--- src/rtl/imem_loader_pkg.sv ---
// Shared definitions for the instruction-memory write path.
// Latency: n/a (types, constants and a pure function only).
// Backpressure: n/a.
package imem_loader_pkg;

  // Bytes carried by one instruction word.
  localparam int BYTES_PER_WORD = 4;

  // Loader control states.
  typedef enum logic [1:0] {
    ST_IDLE  = 2'd0,
    ST_FETCH = 2'd1,
    ST_WRITE = 2'd2,
    ST_DONE  = 2'd3
  } state_t;

  // Little-endian lane select: lane 0 is bits [7:0] and lands at the lowest
  // byte address. The fetch side uses the same definition, so both ends of
  // the memory agree on byte order.
  function automatic logic [7:0] byte_lane(input logic [31:0] word,
                                           input logic [1:0]  idx);
    return word[8*idx +: 8];
  endfunction

endpackage

--- src/rtl/imem_word_serializer.sv ---
// Holds one instruction word and presents it one byte lane at a time.
// Latency: lane_data reflects a load on the cycle after load is sampled.
// Backpressure: none internally; the owning FSM decides when to load/advance.
module imem_word_serializer
  import imem_loader_pkg::*;
(
  input  logic        clk,
  input  logic        rst_n,
  input  logic        load,
  input  logic [31:0] load_data,
  input  logic        advance,
  output logic [1:0]  byte_idx,
  output logic [7:0]  lane_data,
  output logic        last
);

  logic [31:0] word_q;
  logic [1:0]  idx_q;

  // Word register and byte index: a load restarts at lane 0 and has priority
  // over advance so a back-to-back word replaces the finished one cleanly.
  always_ff @(posedge clk or negedge rst_n) begin
    if (!rst_n) begin
      word_q <= '0;
      idx_q  <= '0;
    end else if (load) begin
      word_q <= load_data;
      idx_q  <= '0;
    end else if (advance) begin
      idx_q  <= idx_q + 2'd1;
    end
  end

  assign byte_idx  = idx_q;
  assign lane_data = byte_lane(word_q, idx_q);
  assign last      = (idx_q == 2'(BYTES_PER_WORD - 1));

endmodule

--- src/rtl/imem_loader.sv ---
// Preloads the byte-addressed instruction memory from a 32-bit word stream.
// Latency: start to first byte write 2 cycles with word_valid high; last write to done 1 cycle.
// Backpressure: word_ready only in FETCH or on the final byte of a word with more words due.
module imem_loader
  import imem_loader_pkg::*;
#(
  parameter int ADDR_W = 8,
  parameter int CNT_W  = 7
) (
  input  logic              clk,
  input  logic              rst_n,
  input  logic              start,
  input  logic [ADDR_W-1:0] base_addr,
  input  logic [CNT_W-1:0]  word_count,
  input  logic              word_valid,
  input  logic [31:0]       word_data,
  output logic              word_ready,
  output logic              mem_we,
  output logic [ADDR_W-1:0] mem_waddr,
  output logic [7:0]        mem_wdata,
  output logic              busy,
  output logic              done,
  output logic              error
);

  // The end address is formed two bits wider than the address so that even
  // the largest base plus the largest count cannot wrap and sneak past the
  // bounds check.
  localparam int SUM_W = ADDR_W + 2;
  localparam logic [SUM_W-1:0] MEM_BYTES = {2'b01, {ADDR_W{1'b0}}};

  state_t            state, state_nxt;
  logic [ADDR_W-1:0] cur_addr;
  logic [CNT_W-1:0]  remaining;
  logic              error_q;

  logic [SUM_W-1:0]  end_addr;
  logic              misaligned;
  logic              out_of_range;
  logic              rejected;
  logic              take_start;

  logic              ser_load;
  logic              ser_advance;
  logic              word_end;
  logic [1:0]        ser_idx;
  logic [7:0]        ser_byte;
  logic              ser_last;

  // Request validation, evaluated against the live inputs while idle.
  assign end_addr     = {2'b00, base_addr} +
                        ({{(SUM_W-CNT_W){1'b0}}, word_count} << 2);
  assign misaligned   = |base_addr[1:0];
  assign out_of_range = end_addr > MEM_BYTES;
  assign rejected     = misaligned | out_of_range;
  assign take_start   = (state == ST_IDLE) && start;

  imem_word_serializer u_ser (
    .clk       (clk),
    .rst_n     (rst_n),
    .load      (ser_load),
    .load_data (word_data),
    .advance   (ser_advance),
    .byte_idx  (ser_idx),
    .lane_data (ser_byte),
    .last      (ser_last)
  );

  // State register.
  always_ff @(posedge clk or negedge rst_n) begin
    if (!rst_n) begin
      state <= ST_IDLE;
    end else begin
      state <= state_nxt;
    end
  end

  // Next state plus the handshake and serializer strobes it implies.
  always_comb begin
    state_nxt   = state;
    word_ready  = 1'b0;
    ser_load    = 1'b0;
    ser_advance = 1'b0;
    word_end    = 1'b0;
    case (state)
      ST_IDLE: begin
        if (start) begin
          if (rejected || (word_count == '0)) begin
            state_nxt = ST_DONE;
          end else begin
            state_nxt = ST_FETCH;
          end
        end
      end
      ST_FETCH: begin
        word_ready = 1'b1;
        if (word_valid) begin
          ser_load  = 1'b1;
          state_nxt = ST_WRITE;
        end
      end
      ST_WRITE: begin
        if (ser_last) begin
          word_end = 1'b1;
          if (remaining != CNT_W'(1)) begin
            // Offer the next word on the final byte so a ready source
            // streams at one word every four cycles without a bubble.
            word_ready = 1'b1;
            if (word_valid) begin
              ser_load = 1'b1;
            end else begin
              state_nxt = ST_FETCH;
            end
          end else begin
            state_nxt = ST_DONE;
          end
        end else begin
          ser_advance = 1'b1;
        end
      end
      ST_DONE: begin
        state_nxt = ST_IDLE;
      end
      default: begin
        state_nxt = ST_IDLE;
      end
    endcase
  end

  // Load parameters and sticky error: parameters are captured only from an
  // idle start, then walk forward one word at a time on each final byte.
  always_ff @(posedge clk or negedge rst_n) begin
    if (!rst_n) begin
      cur_addr  <= '0;
      remaining <= '0;
      error_q   <= 1'b0;
    end else if (take_start) begin
      cur_addr  <= base_addr;
      remaining <= word_count;
      error_q   <= rejected;
    end else if (word_end) begin
      cur_addr  <= cur_addr + ADDR_W'(BYTES_PER_WORD);
      remaining <= remaining - CNT_W'(1);
    end
  end

  // Memory-side outputs decode from registered state and the stored word
  // only, so nothing from word_data reaches the write port in the same cycle.
  assign mem_we    = (state == ST_WRITE);
  assign mem_waddr = cur_addr + {{(ADDR_W-2){1'b0}}, ser_idx};
  assign mem_wdata = ser_byte;
  assign busy      = (state == ST_FETCH) || (state == ST_WRITE);
  assign done      = (state == ST_DONE);
  assign error     = error_q;

endmodule

--- config.mk ---
export PLATFORM = sky130hd
export DESIGN_NAME = imem_loader
export DESIGN_NICKNAME = d
export VERILOG_FILES = /design/src/rtl/imem_loader_pkg.sv /design/src/rtl/imem_word_serializer.sv /design/src/rtl/imem_loader.sv
export SDC_FILE = /design/constraint.sdc
export NUM_CORES = 1
export LEC_CHECK = 0
export CAP_MARGIN = 30
export CORE_UTILIZATION = 50
export CTS_BUF_LIST = sky130_fd_sc_hd__clkbuf_16
export DETAILED_ROUTE_END_ITERATION = 10
export GPL_ROUTABILITY_DRIVEN = 0
export PLACE_DENSITY = 0.9
export SETUP_SLACK_MARGIN = 0.4
export SYNTH_ARGS = -nofsm -noshare
export SYNTH_HDL_FRONTEND = slang
export SYNTH_SLANG_ARGS = --single-unit
--- constraint.sdc ---
create_clock -name clk -period 2.7 [get_ports clk]
set_input_delay 0.27 -clock clk [delete_from_list [all_inputs] [get_ports clk]]
set_output_delay 0.27 -clock clk [all_outputs]
set_load 0.05 [all_outputs]
==> results.cfg <==
[status]
status = complete, no violations

[yosys]
yosysTopAreaCell = dfrtp_1
syn_area_per_cell_um2 = 11.4
yosys_warnings = 0
synth_edf_count = 0
ys_seq_area_share_pct = 43.8
netlist_top_cells_area = dfrtp_1 44%, mux2_2 13%, ha_1 7.2%
synthDistinctLibCells = 45
syn_area_um2 = 2970
async_flop_share_pct = 100
synthCells = 261
synth.ff_latch_count = 52
synth_nets = 331
synth_top_area_share_pct = 43.8
ys.flop_type = dfrtp_1

[critical_path]
path_cells = ha_2 -> inv_1 -> fa_2 -> nand2b_4 -> or2_4 -> xnor2_2 -> buf_12
r2r_start = u_ser.byte_idx[0]$_DFFE_PN0P_
end_kind = primary output
reg2reg_to = u_ser.word_q[3]$_DFFE_PN0P_
required_ps = 2430
reg2reg_slack_ps = 560
reg2regPathDepth = 7
path_class = flop to primary output
crit_slowest_cell = dfrtp_1
crit_path_max_fanout = 3
start_kind = flop
cp.arrival_ps = 2050
max_stage_delay_ps = 390

[timing]
rsz0062_at_grt = yes
slew_viol_final = 0
hold_ws_ps = 96.2
clock.fmax_mhz = 431
timing.final.ws_setup_ps = 382
period_share_pct = 85.9
hold_viol_final = 0
setup_viol = 0
worst_slew_pin_slew_ps = 655
skew_ps = 7.82
slew_headroom_pct = 56.3
finalCriticalPeriod_ps = 2320

[clock_network]
cts-root-buf = clkbuf_16
cts_buffers = 5
clock_path_buffers = 2
cts_hold_buf = 0
ctsHtreeMaxLevel = 2
cts_tree = yes
clk_pin_slew_ps = 70
clk_latency_ps = 290
clock_sinks = 52

[pwr]
powerDensity_nw_per_um2 = 1320
vdd.ir_drop.worst_mv = 1.00
p_leak_nw = 1.75

[route]
drc = 0
via_count = 2376
drt_iter0_markers = 116
antenna_left = 0
drt_wl_total_um = 7530
routed_via_density = 5.74
drt_first_pass_iters = 4
wire_per_inst_um = 18.2

[floorplanning]
die_x_um = 79.1
ios = 72
core-area_um2 = 5610
fp.dieArea_um2 = 6260
initial_utilization_pct = 53.0
rows = 27
dieHeight_um = 79.1

[placed_design]
placedCellCount = 402
dpl_cell_area_um2 = 3810
dp_hpwl_um = 5230
post-place-ws_ps = -5.99
port_buffers = 71

[final_layout]
fillers = 363
final_area_um2 = 4040
drive_gt1_share_pct = 25.4
final_cells = 414
fin_nets = 411
n_antenna_cell = 0
postLayoutCoreUtil_pct = 72.0
syn2layout_area_growth_pct = 35.8

[run]
drv_cap = 0

[global_route]
grt_pass1_vias = 2554
grt_usage_pct = 25.9
grt_pass1_wl_um = 12200
antenna_found_initial = 0
overflow = 0
grt_max_degree = 53

[worst_hold_path]
hold_class = primary input to async pin
-- cells by family (layout without fill, tap and decap cells) --
| group | Yosys count | after routing | synth area share [%] |
|---|---|---|---|
| compound gates | 43 | 43 | 8.42 |
| xor+xnor | 19 | 19 | 5.60 |
| fa+ha+maj | 19 | 19 | 8.50 |
| buf+inv | 25 | 106 | 4.04 |
| flops | 52 | 52 | 43.8 |
| mux | 44 | 44 | 19.6 |
| simple gates | 59 | 59 | 10.1 |
-- cell type report --
| cell class | instances | area [µm²] | share of cell area, % |
|---|---|---|---|
| timing repair buffer | 81 | 815 | 20.2 |
| clock inverter | 3 | 20.0 | 0.496 |
| inverter | 17 | 63.8 | 1.58 |
| sequential | 52 | 1300 | 32.2 |
| tap | 72 | 90.1 | 2.23 |
| multi-input combinational | 184 | 1620 | 40.2 |
| clock buffer | 5 | 125 | 3.10 |
-- metrics by stage --
stage,TNS [ps],power (mW)
after global placement,0,4.52
after floorplan,0,3.59
after CTS,0,5.28
final,0,5.32
after global routing,0,5.59
after detailed placement,-5.99,4.64
-- metal layers --
layer	global-route usage (%)	up-vias	wire length, µm
met1	29.5	1163	2820
li1	-	1084	-
met2	47.2	102	4090
met5	0	-	0
met4	12.0	0	274
met3	4.14	27	343
-- critical path: cells and delay by family (launching register included) --
kind / cells / cell delay (ps)
fa+ha+maj: 2 / 580
simple gates: 2 / 400
xor+xnor: 1 / 170
flops: 1 / 390
buf+inv: 2 / 230
-- repair_timing --
| item | in CTS | in global routing |
|---|---|---|
| endpoints found under the setup margin | 11 | 35 |
| gates resized for setup | 15 | 9 |
| pin swaps | 1 | 4 |
| buffers inserted | 1 | 3 |
| hold endpoints to repair | 0 | 0 |
-- power breakdown --
group	leakage, nW	total (mW)	internal, mW	switching (mW)
registers	0.626	1.48	1.18	0.296
clock network	0.0712	0.628	0.342	0.286
logic	1.05	3.22	1.39	1.82
-- cell usage in the layout, fill, tap and decap left out, drive strengths merged, types with 3 or more instances in the layout --
master         count
mux2              34
nor3               4
buf               19
dfrtp             52
nand3              5
nand2b             3
ha                17
clkbuf             5
clkdlybuf4s50     52
nor4               3
mux4               8
a21oi             12
o21ai             20
nand2             21
xnor2             11
inv               18
dlygate4sd2        9
nor2              12
xor2               8
-- sequential cells by signal, summed over array words and instances (netlist names) --
name,count
u_ser.word_q,32
u_ser.byte_idx,2
remaining,7
error,1
state,2
cur_addr,8
-- cell usage after synthesis (2+ instances only) --
master and n:
o21ai_0 19, a21o_1 2, xnor2_1 11, a21oi_1 12
dfrtp_1 52, nand2_1 19, nor2b_1 2, mux2_2 33
nand2b_1 3, nand3_1 5, inv_1 17, xor2_1 8
fa_1 2, nor3_1 4, or2_2 2, mux2i_1 2
clkbuf_1 4, mux4_2 8, ha_1 17, nor2_1 11
buf_6 2, nor4_1 3
-- worst max path at each step --
stage                                  start                   end  cells past startpoint
5_1_grt        u_ser.byte_idx[0]$_DFFE_PN0P_          mem_waddr[6]                      7
2_1_floorplan  u_ser.byte_idx[1]$_DFFE_PN0P_          mem_waddr[4]                      5
3_3_place_gp                   word_count[0]  state[1]$_DFFE_PN0P_                     10
3_5_place_dp                   word_count[0]  state[1]$_DFFE_PN0P_                     10
6_report       u_ser.byte_idx[0]$_DFFE_PN0P_          mem_waddr[6]                      7
4_1_cts        u_ser.byte_idx[0]$_DFFE_PN0P_          mem_waddr[6]                      7
Note: power is estimated with default switching activity, not from simulation.
